**src/rtl/fetch_prefetch_queue.sv**
```systemverilog
// Fetch front end: owns the fetch PC, issues imem word requests and
// buffers returned instructions with their PC+4 ahead of the IF/ID register.
module fetch_prefetch_queue #(
    parameter int          DEPTH    = 4,
    parameter logic [31:0] RESET_PC = 32'h0000_0000
) (
    input  logic                       clk,
    input  logic                       rst_n,
    output logic                       imem_req,
    output logic [31:0]                imem_addr,
    input  logic                       imem_ack,
    input  logic [31:0]                imem_rdata,
    input  logic                       stall,
    input  logic                       redirect,
    input  logic [31:0]                redirect_pc,
    output logic                       out_valid,
    output logic [31:0]                out_inst,
    output logic [31:0]                out_pc_plus4,
    output logic [$clog2(DEPTH):0]     q_count
);

    localparam int PW = $clog2(DEPTH);
    localparam int CW = PW + 1;

    typedef enum logic {
        FETCH,
        DISCARD
    } state_t;

    state_t          state;
    logic            run;
    logic [31:0]     fetch_pc;
    logic [31:0]     stale_addr;
    logic [31:0]     inst_mem [DEPTH];
    logic [31:0]     pc4_mem  [DEPTH];
    logic [PW-1:0]   rd_ptr;
    logic [PW-1:0]   wr_ptr;
    logic [CW-1:0]   count;

    logic            not_full;
    logic            accept;
    logic            push;
    logic            pop;

    assign not_full = count < CW'(DEPTH);

    // run holds the request low until the first edge after reset release
    assign imem_req  = run && ((state == DISCARD) || not_full);
    assign imem_addr = (state == DISCARD) ? stale_addr : fetch_pc;

    assign accept = imem_req && imem_ack;
    assign push   = accept && (state == FETCH) && !redirect;
    assign pop    = out_valid && !stall && !redirect;

    assign out_valid    = (count != '0);
    assign out_inst     = out_valid ? inst_mem[rd_ptr] : 32'd0;
    assign out_pc_plus4 = out_valid ? pc4_mem[rd_ptr]  : 32'd0;
    assign q_count      = count;

    always_ff @(posedge clk or negedge rst_n) begin
        if (!rst_n) begin
            state      <= FETCH;
            run        <= 1'b0;
            fetch_pc   <= RESET_PC;
            stale_addr <= RESET_PC;
        end else begin
            run <= 1'b1;
            if (redirect) begin
                fetch_pc <= redirect_pc;
                unique case (state)
                    FETCH: begin
                        if (imem_req && !imem_ack) begin
                            stale_addr <= fetch_pc;
                            state      <= DISCARD;
                        end
                    end
                    DISCARD: begin
                        if (imem_ack) begin
                            state <= FETCH;
                        end
                    end
                    default: state <= FETCH;
                endcase
            end else begin
                unique case (state)
                    FETCH: begin
                        if (accept) begin
                            fetch_pc <= fetch_pc + 32'd4;
                        end
                    end
                    DISCARD: begin
                        if (accept) begin
                            state <= FETCH;
                        end
                    end
                    default: state <= FETCH;
                endcase
            end
        end
    end

    always_ff @(posedge clk or negedge rst_n) begin
        if (!rst_n) begin
            rd_ptr <= '0;
            wr_ptr <= '0;
            count  <= '0;
        end else if (redirect) begin
            rd_ptr <= '0;
            wr_ptr <= '0;
            count  <= '0;
        end else begin
            if (push) begin
                wr_ptr <= wr_ptr + PW'(1);
            end
            if (pop) begin
                rd_ptr <= rd_ptr + PW'(1);
            end
            unique case ({push, pop})
                2'b10:   count <= count + CW'(1);
                2'b01:   count <= count - CW'(1);
                default: count <= count;
            endcase
        end
    end

    // Storage needs no reset; validity is tracked by count alone
    always_ff @(posedge clk) begin
        if (push) begin
            inst_mem[wr_ptr] <= imem_rdata;
            pc4_mem[wr_ptr]  <= fetch_pc + 32'd4;
        end
    end

endmodule

```
**config.mk**
```make
export PLATFORM = sky130hd
export DESIGN_NAME = fetch_prefetch_queue
export DESIGN_NICKNAME = d
export VERILOG_FILES = /design/src/rtl/fetch_prefetch_queue.sv
export SDC_FILE = /design/constraint.sdc
export NUM_CORES = 1
export LEC_CHECK = 0
export ABC_AREA = 1
export ABC_CLOCK_PERIOD_IN_PS = 5790
export CAP_MARGIN = 40
export CORE_MARGIN = 5
export CORE_UTILIZATION = 50
export CTS_BUF_LIST = sky130_fd_sc_hd__clkbuf_8
export CTS_CLUSTER_DIAMETER = 200
export DETAILED_ROUTE_END_ITERATION = 6
export PLACE_DENSITY_LB_ADDON = 0.1
export SLEW_MARGIN = 20
export SYNTH_ARGS = -nofsm -noshare
export SYNTH_HDL_FRONTEND = slang
export SYNTH_SLANG_ARGS = --single-unit
```
**constraint.sdc**
```tcl
create_clock -name clk -period 5.79 [get_ports clk]
set_clock_uncertainty 0.1 [all_clocks]
set_input_delay 0.8685 -clock clk [delete_from_list [all_inputs] [get_ports clk]]
set_output_delay 0.8685 -clock clk [all_outputs]
set_load 0.005 [all_outputs]
```
After elaboration in Yosys (flattened, before gate mapping)
Memory sizes are Yosys's and may differ from the RTL's.
Cells that the tools add are included.

word-level totals
  memory bits (writable) = 256
  memories = 2
  output and inout bits = 101
  bits in registers = 73

cells by class
  muxes and demuxes = 20
  bitwise operators = 1
  equal/unequal tests = 3
  $add $sub $neg = 5
  order comparisons = 1
  reductions and logical operators = 18

memories
  name      words  bits a word  read ports  clocked after memory_dff  write ports  line  text
  inst_mem  4      32           1           0                         1            34    logic [31:0] inst_mem [DEPTH];
  pc4_mem   4      32           1           0                         1            35    logic [31:0] pc4_mem [DEPTH];

operators with widths
  kind                                                                count
  32-bit 2-to-1 mux                                                   6
  32-bit by 3-bit adder with 32-bit output, second input constant     1
  2-bit 2-to-1 mux                                                    4
  1-bit logical AND                                                   7
  1-bit 2-to-1 mux                                                    7
  3-bit case mux with 2 select lines                                  1
  2-bit nonzero test                                                  3
  3-bit nonzero test                                                  2
  2-bit by 1-bit adder with 2-bit output, second input constant       2
  3-bit by 1-bit adder with 3-bit output, second input constant       1
  1-bit zero test                                                     3
  3-bit less-than comparator, second input constant                   1
  3-bit 2-to-1 mux                                                    1
  3-bit AND reduction                                                 1
  3-bit by 1-bit subtractor with 3-bit output, second input constant  1
  2-bit by 1-bit == test with 1-bit output, second input constant     1
  2-bit == test, second input constant                                1
  2-bit inequality test, second input constant                        1
  1-bit case mux with 2 select lines                                  1
  2-bit AND reduction                                                 1
  1-bit logical OR                                                    1
  1-bit NOT                                                           1

Longest topological paths before layout
Gate-level depths: netlist of run 1.

  depth after elaboration = 9
  mapped depth = 11

Worst setup path before layout of run 1
Ideal clock, no wire load.

  kind = input to register
  start point = input port imem_ack
  end point = memory inst_mem[0][0], enable pin
  required time = 5.204 ns
  library setup time = 0.486 ns
  arrival = 4.054 ns
  path slack = 1.149 ns
  stages = 4
  cells stage by stage = nand4_1 nor2_1 inv_1 nor2_1

between the ends
  cells in the longest elaborated chain, start to end = 5

ends and longest elaborated chain
  element                                 line  text
  from (decl)                             11    input logic imem_ack,
  1-bit logical AND                       51    assign accept = imem_req && imem_ack;
  1-bit logical AND (2 in a row)          52    assign push = accept && (state == FETCH) && !redirect;
  1-bit 2-to-1 mux                        128   if (push) begin
  1-bit 2-to-1 mux (not written as such)  129   inst_mem[wr_ptr] <= imem_rdata;
  to (decl)                               34

No other way between the ends.

Final worst setup path of run 1
  start point = register rd_ptr[0]
  end point = output port out_pc_plus4[17]

between the ends
  cells in the longest elaborated chain, start to end = 2

ends and longest elaborated chain
  element                 line  text
  from (decl)             36    logic [PW-1:0] rd_ptr;
  from (signal assigned)  116   rd_ptr <= rd_ptr + PW'(1);
  memory 4 x 32 bit       -
  32-bit 2-to-1 mux       57    assign out_pc_plus4 = out_valid ? pc4_mem[rd_ptr] : 32'd0;
  to (decl)               18    output logic [31:0] out_pc_plus4,

No other way between the ends.

==> results.toml, run 1 <==
[grt]
grt_max_degree = 74
grt_pass1_wl_mm = 54.4
grt_pass1_vias = 10189
grt.total_usage_pct = 21.7
overflow = 0
antenna_found_initial = 0

[sta]
min_period_over_period_pct = 75.6
finalHoldViolCount = 0
setup_tns_ns = 0
setup_violations = 0
max_clock_freq_mhz = 228
slew_headroom_pct = 45.6
fin_ws_ns = 1.41
min_period_ns = 4.38
report.final.slew_viol_count = 0
rsz0062_at_grt = "no"
tightest_slew_ns = 0.816

[outcome]
run_status = "finished, final reports clean"

[critical_path]
crit_chain = "buf_4 > nor2_1 > nor2_1 > o21ai_0 > a21oi_1 > clkdlybuf4s50_1"
critPathSlowestCell = "dfrtp_4"
crit_family = "buffers and inverters"
startpoint_type = "flip-flop"
cp_num_buf_inv = 2
worstPathRequired_ns = 4.82
crit_fanout = 73
ff2ff_setup_slack_ns = 2.70
r2r-end = "inst_mem[2][25]"
cpMostUsedCell = "nor2_1"
crit_start = "rd_ptr[0]"
cp_data_arrival_time_ns = 3.41
critPathKind = "flip-flop to output pin"
critPathMaxStageDelay_ns = 0.83
cp-end-kind = "output pin"
regToRegStartpoint = "state"
ff2ff_path_depth = 7

[floorplan]
pin_count = 170
die_w_um = 178
num_rows = 61
start_util_pct = 50.7
die_h_um = 178
coreArea_um2 = 27900
fp.dieArea_um2 = 31700

[layout]
fin_util_pct = 62.2
diodes = 0
areaGrowthSynthToFinish_pct = 22.6
fillers = 2328
nNetsFinal = 1642
regArea_um2 = 9520
fin_area_um2 = 17300
final_cell_mix = "302 x nor2_1, 256 x edfxtp_1, 252 x nand2_1"
multi_input_area_um2 = 4060
final_common_cell = "nor2_1"
drive_gt1_share_pct = 6.72

[synthesis]
syn_nets = 1466
postSynthAreaPerCell_um2 = 10.2
syn_area_um2 = 14100
yosysTopAreaCell = "edfxtp_1"
synthTopCellsByArea = "edfxtp_1 54%, dfrtp_1 13%, nor2_1 8.2%"
syn_inst = 1391
ys_seq_elements = 329
synth.top_cell.area_share_pct = 54.4
yosys.cell_types.count = 26
yosysWarnings = 0
yosysSeqAreaShare_pct = 67.4

[cts]
cts_tree = "built"
cts_buffers = 53
clk_path_buf_depth = 3
cts_resized = 0
cts_sinks = 329
clk_pin_slew_ns = 0.06
root_buffer = "clkbuf_8"
clock_latency_ns = 0.57
post_cts_buffers = 0
cts_hold_buf = 0
ctsHtreeMaxLevel = 2

[power_and_ir_drop]
p_seq_share_pct = 50.6
power_frac_clock_pct = 36.0
internal-power_w = 0.00406
switching_power_w = 0.00138
powerDensity_nw_per_um2 = 314
p_leak_nw = 6.50
switching_share_pct = 25.3
peakVddDrop_mv = 0.182
p_comb_share_pct = 13.4

[route]
drt-vias-per-instance = 5.20
routedWlPerCell_um = 17.4
drt_iter0_drc = 886
ant_nets = 0
dr.pass1.iters = 5
drc = 0
totalWireLength_mm = 34.5
vias = 10320

[placed_design]
placedInstanceArea_um2 = 16200
post-place-ws_ns = 1.98
hpwl_mm = 22.0
gp_congestion = 0.882
portBuffers = 169

[worst_hold_path]
hold_class = "primary input to async pin"

[job]
maxCapViolations = 0
power groups by stage:
stage                     clock [W]  combinational [W]  sequential [W]
after global placement            0           0.000713         0.00279
after CTS                   0.00200           0.000739         0.00275
final                       0.00195           0.000730         0.00275
after global routing        0.00211           0.000819         0.00276
after floorplan                   0           0.000359         0.00277
after detailed placement          0           0.000734         0.00279
per-stage QoR:
stage          hold WS (ns)  cells  power, W
4_1_cts               0.250   1982   0.00548
6_report              0.267   1984   0.00543
3_5_place_dp          0.375   1888   0.00353
5_1_grt               0.279   1984   0.00569
3_3_place_gp          0.367   1884   0.00350
2_1_floorplan         0.353   1391   0.00313
cell type report:
class                   instances  area share (%)
flip-flops and latches        329            55.0
multi-input cells             914            23.4
clock buffers                  55            4.37
repair buffers                192            11.3
well taps                     378            2.73
clock inverters                39            1.60
inverters                      77            1.67
worst register-to-register path, stage by stage (launching register included):
cell and delay, ns:
dfrtp_2 0.39, buf_4 0.30, inv_1 0.11, nand4_1 0.21
nor2_2 0.27, inv_1 0.23, nor2_4 0.39, buf_4 0.68
sequential cells by signal, summed over array words and instances (netlist names):
register	count
state	1
inst_mem	128
run	1
fetch_pc	32
q_count	3
wr_ptr	2
stale_addr	32
pc4_mem	128
rd_ptr	2
routing by layer:
| metal | GRT usage (%) | wire length [um] | vias to the layer above |
|---|---|---|---|
| met5 | 0 | 0 | - |
| met4 | 5.22 | 597 | 0 |
| met3 | 3.92 | 2110 | 56 |
| met2 | 34.3 | 15800 | 334 |
| met1 | 31.7 | 16000 | 4880 |
| li1 | - | - | 5050 |
cell families after synthesis:
family / Yosys count / synth area share (%)
AOI/OAI and AO/OA: 297 / 10.7
xor gates and xnor gates: 14 / 0.868
adders and majority gates: 6 / 0.585
buffers and inverters: 148 / 4.15
DFF: 329 / 67.4
other: 1 / 0.0266
and+or+nand+nor: 596 / 16.3
worst max-delay path by stage:
stage	cells past startpoint	slack [ns]	to
6_report	6	1.41	out_pc_plus4[17]
5_1_grt	6	1.11	out_pc_plus4[17]
4_1_cts	6	1.38	out_pc_plus4[22]
3_5_place_dp	6	1.98	inst_mem[3][4]
3_3_place_gp	5	1.83	out_pc_plus4[27]
2_1_floorplan	4	1.15	inst_mem[0][0]
synthesized netlist by cell type:
cell type / n
o21ai_1: 1
o21ai_0: 216
clkbuf_1: 33
nand3_2: 1
nor2_2: 2
nand2_2: 2
inv_2: 2
ha_1: 5
nand4_1: 2
and2_1: 3
nand3_1: 26
edfxtp_1: 256
nor2_4: 1
xnor2_1: 1
fa_1: 1
a21oi_1: 71
inv_1: 75
conb_1: 1
o211ai_1: 9
clkbuf_2: 1
nor2_1: 307
buf_1: 14
xor2_1: 13
buf_2: 23
dfrtp_1: 73
nand2_1: 252
No activity file was read; power rests on OpenSTA's default activity.
==> run 2: changes to the inputs <==
ABC_CLOCK_PERIOD_IN_PS = 3970   (was 5790)
clock period = 3.97 ns   (was 5.79 ns; I/O delays follow)
==> run 2 against run 1 <==
  * Sequential share of layout area down 0.19 points
  * Final area rose by 0.35%
  * Sequential power rose by 46%
  * Total power rose by 45%
  * Core utilization rose by 0.22 points
  * Largest cell class unchanged
  * Non-clock buffer count is the same
  * Largest power group unchanged
==> results.toml, run 2 (synthesized netlist as in run 1, its figures left out) <==
[power_and_ir_drop]
p_seq_share_pct = 51.0
switching_power_w = 0.00202
internal-power_w = 0.00584
power_frac_clock_pct = 35.3
p_leak_nw = 6.49
switching_share_pct = 25.7
powerDensity_nw_per_um2 = 452
peakVddDrop_mv = 0.288
p_comb_share_pct = 13.7

[sta]
rsz0062_at_grt = "no"
tightest_slew_ns = 0.716
max_clock_freq_mhz = 270
setup_violations = 0
min_period_ns = 3.70
finalHoldViolCount = 0
report.final.slew_viol_count = 0
fin_ws_ns = 0.269
slew_headroom_pct = 52.2
min_period_over_period_pct = 93.2

[layout]
nNetsFinal = 1641
fillers = 2335
final_common_cell = "nor2_1"
fin_area_um2 = 17400
regArea_um2 = 9520
diodes = 0
multi_input_area_um2 = 4060
instances_no_fill = 1987
final_cell_mix = "302 x nor2_1, 256 x edfxtp_1, 252 x nand2_1"
drive_gt1_share_pct = 6.84
areaGrowthSynthToFinish_pct = 23.1
reg.largest.list = "inst_mem (128), pc4_mem (128)"

[placed_design]
portBuffers = 169
post-place-ws_ns = 0.901
placedInstanceArea_um2 = 16300
hpwl_mm = 21.7
dp.cells = 1888
gp_congestion = 0.918

[route]
drc = 0
dr.pass1.iters = 5
totalWireLength_mm = 34.3
routedWlPerCell_um = 17.3
drt-vias-per-instance = 5.19
drt_iter0_drc = 677
vias = 10321
ant_nets = 0

[floorplan]
start_util_pct = 50.7
coreArea_um2 = 27900
die_w_um = 178
fp.dieArea_um2 = 31700
pin_count = 170
die_h_um = 178
num_rows = 61

[critical_path]
regToRegStartpoint = "state"
r2r-end = "pc4_mem[0][22]"
endpoint = "out_pc_plus4[17]"
startpoint_type = "flip-flop"
crit_chain = "inv_2 > buf_12 > o21ai_0 > a21oi_1 > clkdlybuf4s50_1"
cp_data_arrival_time_ns = 3.01
crit_start = "rd_ptr[0]"
worstPathRequired_ns = 3.27
critPathSlowestCell = "dfrtp_4"
crit_fanout = 49
ff2ff_setup_slack_ns = 1.63
cp-end-kind = "output pin"
ff2ff_path_depth = 6
critPathKind = "flip-flop to output pin"
critPathMaxStageDelay_ns = 0.65

[job]
maxCapViolations = 0

[cts]
cts_resized = 0
cts_sinks = 329
cts_tree = "built"
cts_buffers = 52
clk_path_buf_depth = 3
root_buffer = "clkbuf_8"
clock_latency_ns = 0.57
post_cts_buffers = 0
cts_hold_buf = 1
ctsHtreeMaxLevel = 2
clk_pin_slew_ns = 0.06

[grt]
grt_max_degree = 95
grt_pass1_wl_mm = 53.8
grt_pass1_vias = 10244
grt.total_usage_pct = 21.6
overflow = 0
antenna_found_initial = 0

[outcome]
run_status = "finished, final reports clean"

[worst_hold_path]
hold_class = "primary input to async pin"
## run 2: cell types whose count changed in the layout (fill, tap and decap cells not counted), sizes merged
cell         before  now
buf              24   23
bufinv            4    3
clkbuf           55   54
clkinv           15   22
clkinvlp          1    3
dlygate4sd3       0    1
inv              96   92
## run 2: per-stage QoR
step | util (%) | power [W] | setup TNS (ns) | hold WS [ns]
after global routing | 62.4 | 0.00823 | 0 | 0.277
after detailed placement | 58.6 | 0.00514 | 0 | 0.353
final | 62.4 | 0.00786 | 0 | 0.292
after CTS | 62.3 | 0.00792 | 0 | 0.262
after global placement | 58.6 | 0.00512 | 0 | 0.367
after floorplan | - | 0.00456 | -101.79 | 0.200
## run 2: power groups by stage
stage          Clock, W  Combinational (W)  Sequential [W]
3_5_place_dp          0            0.00106         0.00409
6_report        0.00278            0.00107         0.00401
3_3_place_gp          0            0.00104         0.00408
4_1_cts         0.00283            0.00107         0.00402
2_1_floorplan         0           0.000524         0.00404
5_1_grt         0.00301            0.00120         0.00402
## run 2: final cells by class
class	instances	area share, %
well taps	378	2.72
multi-input cells	914	23.3
clock buffers	54	4.28
inverters	77	1.66
repair buffers	192	11.6
clock inverters	43	1.58
flip-flops and latches	329	54.8
## run 2: worst max-delay path: cells and delay by family (launching register included)
kind / cells / cell delay (ns)
AO/OA/AOI/OAI: 2 / 0.45
buffers and inverters: 3 / 1.30
flip-flops: 1 / 0.65
## run 2: worst min-delay path by stage
stage | startpoint | to | slack [ns]
floorplan | rst_n | fetch_pc[0] | 0.20
global placement | stale_addr[8] | stale_addr[8] | 0.37
detailed placement | rst_n | run | 0.35
CTS | rst_n | run | 0.26
global route | rst_n | stale_addr[31] | 0.28
finish | rst_n | run | 0.29
## run 2: metal layers
layer	wire length (um)	share of wire (%)	vias up	global-route usage, %
met1	15200	44	4891	29.9
li1	-	-	5053	-
met2	16400	48	326	35.6
met3	1930	5.6	51	3.69
met4	734	2.1	0	6.12
met5	0	0	-	0
==> run 3: changes to the inputs <==
CAP_MARGIN = 10   (was 40)
CORE_ASPECT_RATIO = 1.2   (was not set)
==> run 3 against run 2 <==
  * Largest cell class unchanged
  * Register-to-register slack worse by 0.38 ns
  * Total power down 2.7%
  * Non-clock buffer count is 2 lower
  * Critical endpoint is now out_pc_plus4[13]
  * Fmax grew 3.3%
  * Via count down 0.71%
  * Clock power shrank 7.2%
  * Core utilization decreased by 0.89 points
  * Critical path type unchanged
  * First-iteration DRC count is 4.1% lower
==> results.toml, run 3 (synthesized netlist as in run 1, its figures left out) <==
[outcome]
run_status = "finished, final reports clean"

[route]
totalWireLength_mm = 34.1
drt_iter0_drc = 649
drc = 0
vias = 10248
dr.pass1.iters = 5
routedWlPerCell_um = 17.3
ant_nets = 0
drt-vias-per-instance = 5.18

[floorplan]
num_rows = 67
pin_count = 170
die_w_um = 163
die_h_um = 194
fp.dieArea_um2 = 31700
coreArea_um2 = 27900
start_util_pct = 50.6

[placed_design]
dp.cells = 1889
post-place-ws_ns = 0.937
portBuffers = 169
hpwl_mm = 21.7
gp_congestion = 0.857

[sta]
setup_violations = 0
holdWs_ns = 0.179
max_clock_freq_mhz = 279
fin_ws_ns = 0.386
slew_headroom_pct = 32.7
tightest_slew_ns = 1.01
rsz0062_at_grt = "no"
report.final.slew_viol_count = 0
finalHoldViolCount = 0
min_period_ns = 3.58
min_period_over_period_pct = 90.3

[layout]
drive_gt1_share_pct = 6.13
fillers = 2395
instances_no_fill = 1977
areaGrowthSynthToFinish_pct = 21.6
fin_util_pct = 61.5
diodes = 0
final_common_cell = "nor2_1"
reg.largest.list = "inst_mem (128), pc4_mem (128)"
final_cell_mix = "302 x nor2_1, 256 x edfxtp_1, 252 x nand2_1"
nNetsFinal = 1638

[grt]
overflow = 0
grt_pass1_vias = 10356
antenna_found_initial = 0
grt_pass1_wl_mm = 55.0
grt.total_usage_pct = 21.7
grt_max_degree = 85

[critical_path]
critPathMaxStageDelay_ns = 0.78
cpMostUsedCell = "nor2_1"
crit_family = "buffers and inverters"
crit_fanout = 84
critPathSlowestCell = "dfrtp_4"
critPathKind = "flip-flop to output pin"
startpoint_type = "flip-flop"
crit_chain = "buf_12 > nor2_1 > nor2_1 > o21ai_0 > a21oi_1 > clkdlybuf4s50_1"
cp_num_buf_inv = 2
worstPathRequired_ns = 3.27
cp-end-kind = "output pin"
cp_data_arrival_time_ns = 2.89

[worst_hold_path]
hold_class = "primary input to async pin"

[cts]
cts_hold_buf = 0
root_buffer = "clkbuf_8"
cts_resized = 0
cts_buffers = 51
ctsHtreeMaxLevel = 2
clk_pin_slew_ns = 0.06
post_cts_buffers = 0
clock_latency_ns = 0.56
clk_path_buf_depth = 3
cts_sinks = 329
cts_tree = "built"

[power_and_ir_drop]
powerDensity_nw_per_um2 = 445
peakVddDrop_mv = 0.271
p_leak_nw = 6.44

[job]
maxCapViolations = 0
-- run 3: changes by cell type in the layout (fill, tap and decap cells not counted) --
cell / previous run / this run
buf_12: 13 / 4
buf_4: 9 / 17
bufinv_16: 3 / 1
clkbuf_8: 54 / 56
clkinv_1: 12 / 7
clkinv_2: 9 / 2
clkinv_8: 1 / 0
clkinvlp_4: 3 / 0
dlygate4sd3_1: 1 / 0
inv_1: 89 / 96
inv_2: 3 / 2
inv_8: 0 / 1
nand3_2: 1 / 0
nand3_4: 0 / 1
-- run 3: layout make-up --
class | instances | area, um^2 | area share, %
Inverter | 77 | 290 | 1.69
Timing Repair Buffer | 190 | 1890 | 11.0
Sequential cell | 329 | 9520 | 55.5
Multi-Input combinational cell | 914 | 4060 | 23.7
Clock inverter | 32 | 155 | 0.904
Clock buffer | 56 | 771 | 4.49
Tap cell | 379 | 474 | 2.76
-- run 3: report_power, final --
part	switching (W)	total, W	internal [W]	leakage [nW]
Sequential	0.000124	0.00402	0.00390	3.23
Clock	0.00124	0.00258	0.00135	0.555
Combinational	0.000573	0.00103	0.000460	2.66
-- run 3: through the flow --
| step | power, W | cell area [um^2] | setup TNS (ns) |
|---|---|---|---|
| after floorplan | 0.00456 | 14100 | -101.79 |
| after global placement | 0.00512 | 16200 | 0 |
| final | 0.00764 | 17200 | 0 |
| after detailed placement | 0.00514 | 16200 | 0 |
| after global routing | 0.00802 | 17200 | 0 |
| after CTS | 0.00773 | 17200 | 0 |
-- run 3: path summary, 6_finish.rpt --
check,from,to,slack [ns],cells after the start
setup / recovery,rd_ptr[0],out_pc_plus4[13],0.39,6
hold / removal,rst_n,state,0.18,2
setup reg to reg,state,pc4_mem[2][27],1.25,6
hold reg to reg,stale_addr[26],stale_addr[26],0.39,2
max in group asynchronous,rst_n,rd_ptr[0],2.87,2
min in group clk,stale_addr[26],stale_addr[26],0.39,2
-- run 3: routing by layer --
metal | vias up | share of wire, % | track usage (%)
met5 | - | 0 | 0
li1 | 5020 | - | -
met2 | 273 | 49 | 36.4
met4 | 0 | 2.3 | 5.97
met1 | 4899 | 43 | 29.4
met3 | 56 | 4.7 | 3.49
